## src/rtl/letc_core_pkg.sv

```systemverilog
// Core-level constants and the memory arbiter state encoding.
package letc_core_pkg;

    localparam int NUM_MEM_REQ = 3;

    typedef enum logic {
        ARB_IDLE = 1'b0,
        ARB_BUSY = 1'b1
    } arb_state_e;

endpackage

```

## src/rtl/letc_pkg.sv

```systemverilog
// Shared LETC data types: physical address, data word and access size.
package letc_pkg;

    typedef logic [31:0] word_t;
    typedef logic [33:0] paddr_t;

    typedef enum logic [1:0] {
        SIZE_BYTE     = 2'b00,
        SIZE_HALFWORD = 2'b01,
        SIZE_WORD     = 2'b10
    } size_e;

endpackage

```

## src/rtl/letc_core_rr_pick.sv

```systemverilog
// Combinational round-robin picker: first set mask bit at or after ptr, wrapping modulo N.
module letc_core_rr_pick #(
    parameter  int N = 3,
    localparam int W = (N > 1) ? $clog2(N) : 1
) (
    input  logic [N-1:0] mask,
    input  logic [W-1:0] ptr,
    output logic         any,
    output logic [W-1:0] index
);

    logic found;
    int unsigned cand;

    always_comb begin
        any   = |mask;
        index = '0;
        found = 1'b0;
        cand  = 0;
        for (int unsigned k = 0; k < N; k++) begin
            cand = int'(ptr) + k;
            if (cand >= N) begin
                cand = cand - N;
            end
            if (!found && mask[cand]) begin
                index = W'(cand);
                found = 1'b1;
            end
        end
    end

endmodule

```

## src/rtl/letc_core_mem_arbiter.sv

```systemverilog
// Round-robin arbiter funnelling L1I/L1D/MMU requests onto one memory port.
module letc_core_mem_arbiter
    import letc_pkg::*;
    import letc_core_pkg::*;
#(
    parameter int NUM_REQ = NUM_MEM_REQ
) (
    input  logic               i_clk,
    input  logic               i_rst,

    input  logic [NUM_REQ-1:0] i_req_valid,
    output logic [NUM_REQ-1:0] o_req_ready,
    input  logic [NUM_REQ-1:0] i_req_wen_nren,
    input  size_e              i_req_size  [NUM_REQ],
    input  paddr_t             i_req_addr  [NUM_REQ],
    input  word_t              i_req_wdata [NUM_REQ],
    output word_t              o_req_rdata,

    output logic               o_mem_valid,
    input  logic               i_mem_ready,
    output logic               o_mem_wen_nren,
    output size_e              o_mem_size,
    output paddr_t             o_mem_addr,
    output word_t              o_mem_wdata,
    input  word_t              i_mem_rdata
);

    localparam int PW = (NUM_REQ > 1) ? $clog2(NUM_REQ) : 1;

    arb_state_e state_q, state_d;
    logic [PW-1:0] ptr_q, ptr_d;
    logic [PW-1:0] grant_q;
    logic [PW-1:0] grant_inc;
    logic [PW-1:0] ptr_eff;
    logic [PW-1:0] pick_idx;
    logic          pick_any;
    logic          done;
    logic          load;
    logic [NUM_REQ-1:0] eligible;

    logic   wen_q;
    size_e  size_q;
    paddr_t addr_q;
    word_t  wdata_q;

    assign done      = (state_q == ARB_BUSY) && i_mem_ready;
    assign grant_inc = (grant_q == PW'(NUM_REQ - 1)) ? '0 : grant_q + 1'b1;

    // On completion the finishing requester is masked out and the search
    // already uses the advanced pointer, so a re-grant never repeats it.
    always_comb begin
        eligible = i_req_valid;
        if (done) begin
            eligible[grant_q] = 1'b0;
        end
        ptr_eff = done ? grant_inc : ptr_q;
    end

    letc_core_rr_pick #(
        .N(NUM_REQ)
    ) u_pick (
        .mask  (eligible),
        .ptr   (ptr_eff),
        .any   (pick_any),
        .index (pick_idx)
    );

    always_comb begin
        state_d = state_q;
        ptr_d   = ptr_q;
        load    = 1'b0;
        case (state_q)
            ARB_IDLE: begin
                if (pick_any) begin
                    state_d = ARB_BUSY;
                    load    = 1'b1;
                end
            end
            ARB_BUSY: begin
                if (done) begin
                    ptr_d = grant_inc;
                    if (pick_any) begin
                        load = 1'b1;
                    end else begin
                        state_d = ARB_IDLE;
                    end
                end
            end
            default: state_d = ARB_IDLE;
        endcase
    end

    always_comb begin
        o_req_ready = '0;
        if (done) begin
            o_req_ready[grant_q] = 1'b1;
        end
    end

    always_ff @(posedge i_clk or posedge i_rst) begin
        if (i_rst) begin
            state_q <= ARB_IDLE;
            ptr_q   <= '0;
            grant_q <= '0;
            wen_q   <= 1'b0;
            size_q  <= size_e'(2'b00);
            addr_q  <= '0;
            wdata_q <= '0;
        end else begin
            state_q <= state_d;
            ptr_q   <= ptr_d;
            if (load) begin
                grant_q <= pick_idx;
                wen_q   <= i_req_wen_nren[pick_idx];
                size_q  <= i_req_size[pick_idx];
                addr_q  <= i_req_addr[pick_idx];
                wdata_q <= i_req_wdata[pick_idx];
            end
        end
    end

    assign o_mem_valid    = (state_q == ARB_BUSY);
    assign o_mem_wen_nren = wen_q;
    assign o_mem_size     = size_q;
    assign o_mem_addr     = addr_q;
    assign o_mem_wdata    = wdata_q;
    assign o_req_rdata    = i_mem_rdata;

endmodule

```

## config.mk

```make
export PLATFORM = sky130hd
export DESIGN_NAME = letc_core_mem_arbiter
export DESIGN_NICKNAME = d
export VERILOG_FILES = /design/src/rtl/letc_core_pkg.sv /design/src/rtl/letc_pkg.sv /design/src/rtl/letc_core_rr_pick.sv /design/src/rtl/letc_core_mem_arbiter.sv
export SDC_FILE = /design/constraint.sdc
export NUM_CORES = 1
export LEC_CHECK = 0
export CORE_AREA = 2 2 136 138
export CTS_CLUSTER_DIAMETER = 80
export DETAILED_ROUTE_END_ITERATION = 6
export DIE_AREA = 0 0 138 140
export PLACE_DENSITY = 0.67
export SLEW_MARGIN = 10
export SYNTH_ARGS = -nofsm -noshare
export SYNTH_HDL_FRONTEND = slang
export SYNTH_SLANG_ARGS = --single-unit
```

## constraint.sdc

```tcl
create_clock -name i_clk -period 2.76 [get_ports i_clk]
set_input_delay 0.414 -clock i_clk [delete_from_list [all_inputs] [get_ports i_clk]]
set_output_delay 0.414 -clock i_clk [all_outputs]
set_load 0.01 [all_outputs]
```

==> results_dict.tcl <==
set metrics [dict create \
    outcome "finished, final reports clean" \
    critPathKind "in -> out" \
    reg2reg_depth 6 \
    ctsRootBufferMaster "clkbuf_16" \
    yosysTopAreaCell "dfrtp_1" \
    fin_util 0.4317 \
    die_area_mm2 0.01932 \
    worst_ir_drop_vdd_mv 0.4072 \
    cts_buffers 9 \
    post-route-min-period_ps 2523 \
    hold_class "in -> async" \
    yosys_warnings 0 \
    required_ps 2350 \
    io_buffers 285 \
    wl_per_cell_um 17.37 \
    p_leak_nw 3.203 \
    power_w 0.006364 \
    dp_hpwl_um 11890 \
    tightest_slew_ps 476.6 \
    clock_latency_ps 350 \
    initial_core_util 0.2505 \
    synth-main-ff-cell "dfrtp_1" \
    crit_path_max_fanout 6 \
    rrSetupSlack_ps 610 \
    drv_slew 0 \
    reg2reg_to "o_mem_addr[28]$_DFFE_PP0P_" \
    synth-edff-count 0 \
    async_flop_share 1.000 \
    ys_seq_area_frac 0.4158 \
    drt_iter0_drc 107 \
    core_mm2 0.01778 \
    fin_crit_sh 0.9140 \
    area_growth_pct 72.35 \
    powerDensity_mw_per_mm2 829.2 \
    grt_max_degree 75 \
    cp.arrival_ps 2110 \
    drc 0 \
    holdBufCountCts 0 \
    grt_usage 0.1649 \
    cp-start-kind "input pin" \
    worstReg2RegStart "o_mem_valid$_DFF_PP0_" \
    wl_um 16130 \
    avgSynthCellArea_um2 9.702 \
    clock_path_buffers 2 \
    io_pins 350 \
    rsz0062_at_grt "no" \
    routed-via-count 4399 \
    drive_gt1_frac 0.06571 \
    slew_headroom 0.6804 \
    row_count 49 \
    finalHoldViolCount 0 \
    place_ws_ps 223.6 \
    cts_resized 0 \
    num_antenna_cells 0 \
    avgViaCountPerCell 4.735 \
    setup_ws_ps 237.5 \
    synth_nets 704 \
    worst_setup_path_end_kind "output pin" \
    cts_tree "built" \
    ys_top_cells_by_count "nand2_1 (75), dfrtp_1 (74), mux2i_1 (71), nand3_1 (71), o211ai_1 (60)" \
    whs_ps 452.7 \
    cts_max_level 3 \
    place.gp.congestion 0.7779 \
    dieHeight_um 140 \
    synth_top_area_share 0.4158 \
    synth_cell_types 31 \
    antenna_found_initial 0 \
    syn-instance-count 459 \
    cts.sinks 74 \
    post_cts_buffers 0 \
    skew_ps 10.90 \
    overflow 0 \
    grt_first_pass_wirelength_um 25120 \
    drv_cap 0 \
    grt_pass1_vias 4571 \
    first_pass_iters 4 \
    fmax_mhz 396.4 \
    cts.clk_slew.worst_paths_ps 60 \
    fin_nets 940 \
    synth.most_common_cell "nand2_1" \
    ys_ff_latch 74 \
    finalSetupViolCount 0 \
    setup-tns-final_ps 0 \
    synthTopCellsByArea "dfrtp_1 (42%), mux2i_1 (16%), o211ai_1 (10%)" \
    netlist_area_mm2 0.004453 \
    die_w_um 138 \
    postRouteAntennaNets 0 \
]
layout make-up:
type | instances | area (um2)
multi-input cells | 309 | 2157
fillers | 1728 | 10100
inverters | 5 | 20.02
flip-flops and latches | 74 | 1852
repair buffers | 296 | 3035
clock inverters | 7 | 98.84
clock buffers | 9 | 225.2
well taps | 229 | 286.5
metrics by stage:
step                      instance area (um2)  instances
after floorplan                          4453        459
after global routing                     7675        929
after global placement                   7351        913
final                                    7675        929
after detailed placement                 7351        913
after CTS                                7675        929
layer usage:
layer | vias to the layer above | share of wire | track usage
met2 | 198 | 0.51 | 0.2918
met5 | - | 0 | 0
li1 | 2100 | - | -
met1 | 2050 | 0.37 | 0.1748
met4 | 0 | 0.042 | 0.08915
met3 | 51 | 0.077 | 0.05299
report_power, final:
group	leakage [nW]	switching, W	total (W)	internal [W]
clock network	0.156	0.000506	0.00130	0.000798
logic	2.14	0.00144	0.00319	0.00175
registers	0.907	0.000290	0.00187	0.00158
total	3.20	0.00224	0.00636	0.00412
worst max-delay path: stages:
cell and delay (ps):
clkdlybuf4s50_1 590, nand2_1 200, nor3_1 270, clkdlybuf4s50_1 630
cell usage in the layout (no fill, tap or decap), types with 2 or more instances in the layout:
master and instances:
a21o_1 2, o211ai_2 10, buf_4 3, nand2_1 75, clkbuf_16 9, o211ai_1 60
bufinv_16 2, o21ai_0 2, buf_12 8, clkinv_2 2, nand2b_1 2, nand3_1 70
dfrtp_1 74, inv_6 2, clkdlybuf4s50_1 285, mux2i_1 71, inv_1 4
worst max path at each step:
stage	startpoint	endpoint	slack [ps]	cells past startpoint
after global placement	i_mem_ready	o_req_ready[0]	250	4
final	i_mem_ready	o_req_ready[0]	240	4
after global routing	i_mem_ready	o_req_ready[0]	50	4
after floorplan	i_rst	grant_q[0]$_DFFE_PP0P_	460	1
after detailed placement	i_req_valid[0]	o_mem_addr[28]$_DFFE_PP0P_	220	7
after CTS	i_mem_ready	o_req_ready[0]	220	4
state kept, by name (all words and copies together), names as in the netlist:
name,count
grant_q,2
o_mem_valid,1
o_mem_wen_nren,1
o_mem_wdata,32
o_mem_addr,34
ptr_q,2
o_mem_size,2
kinds of logic after synthesis:
kind of cell | Yosys count | share of synthesized area
and+or+nand+nor | 155 | 0.1571
DFF | 74 | 0.4158
AOI/OAI and AO/OA | 82 | 0.1602
xor gates and xnor gates | 1 | 0.001967
muxes | 71 | 0.1596
buffers and inverters | 76 | 0.1054
No activity file was read; power rests on OpenSTA's default activity.
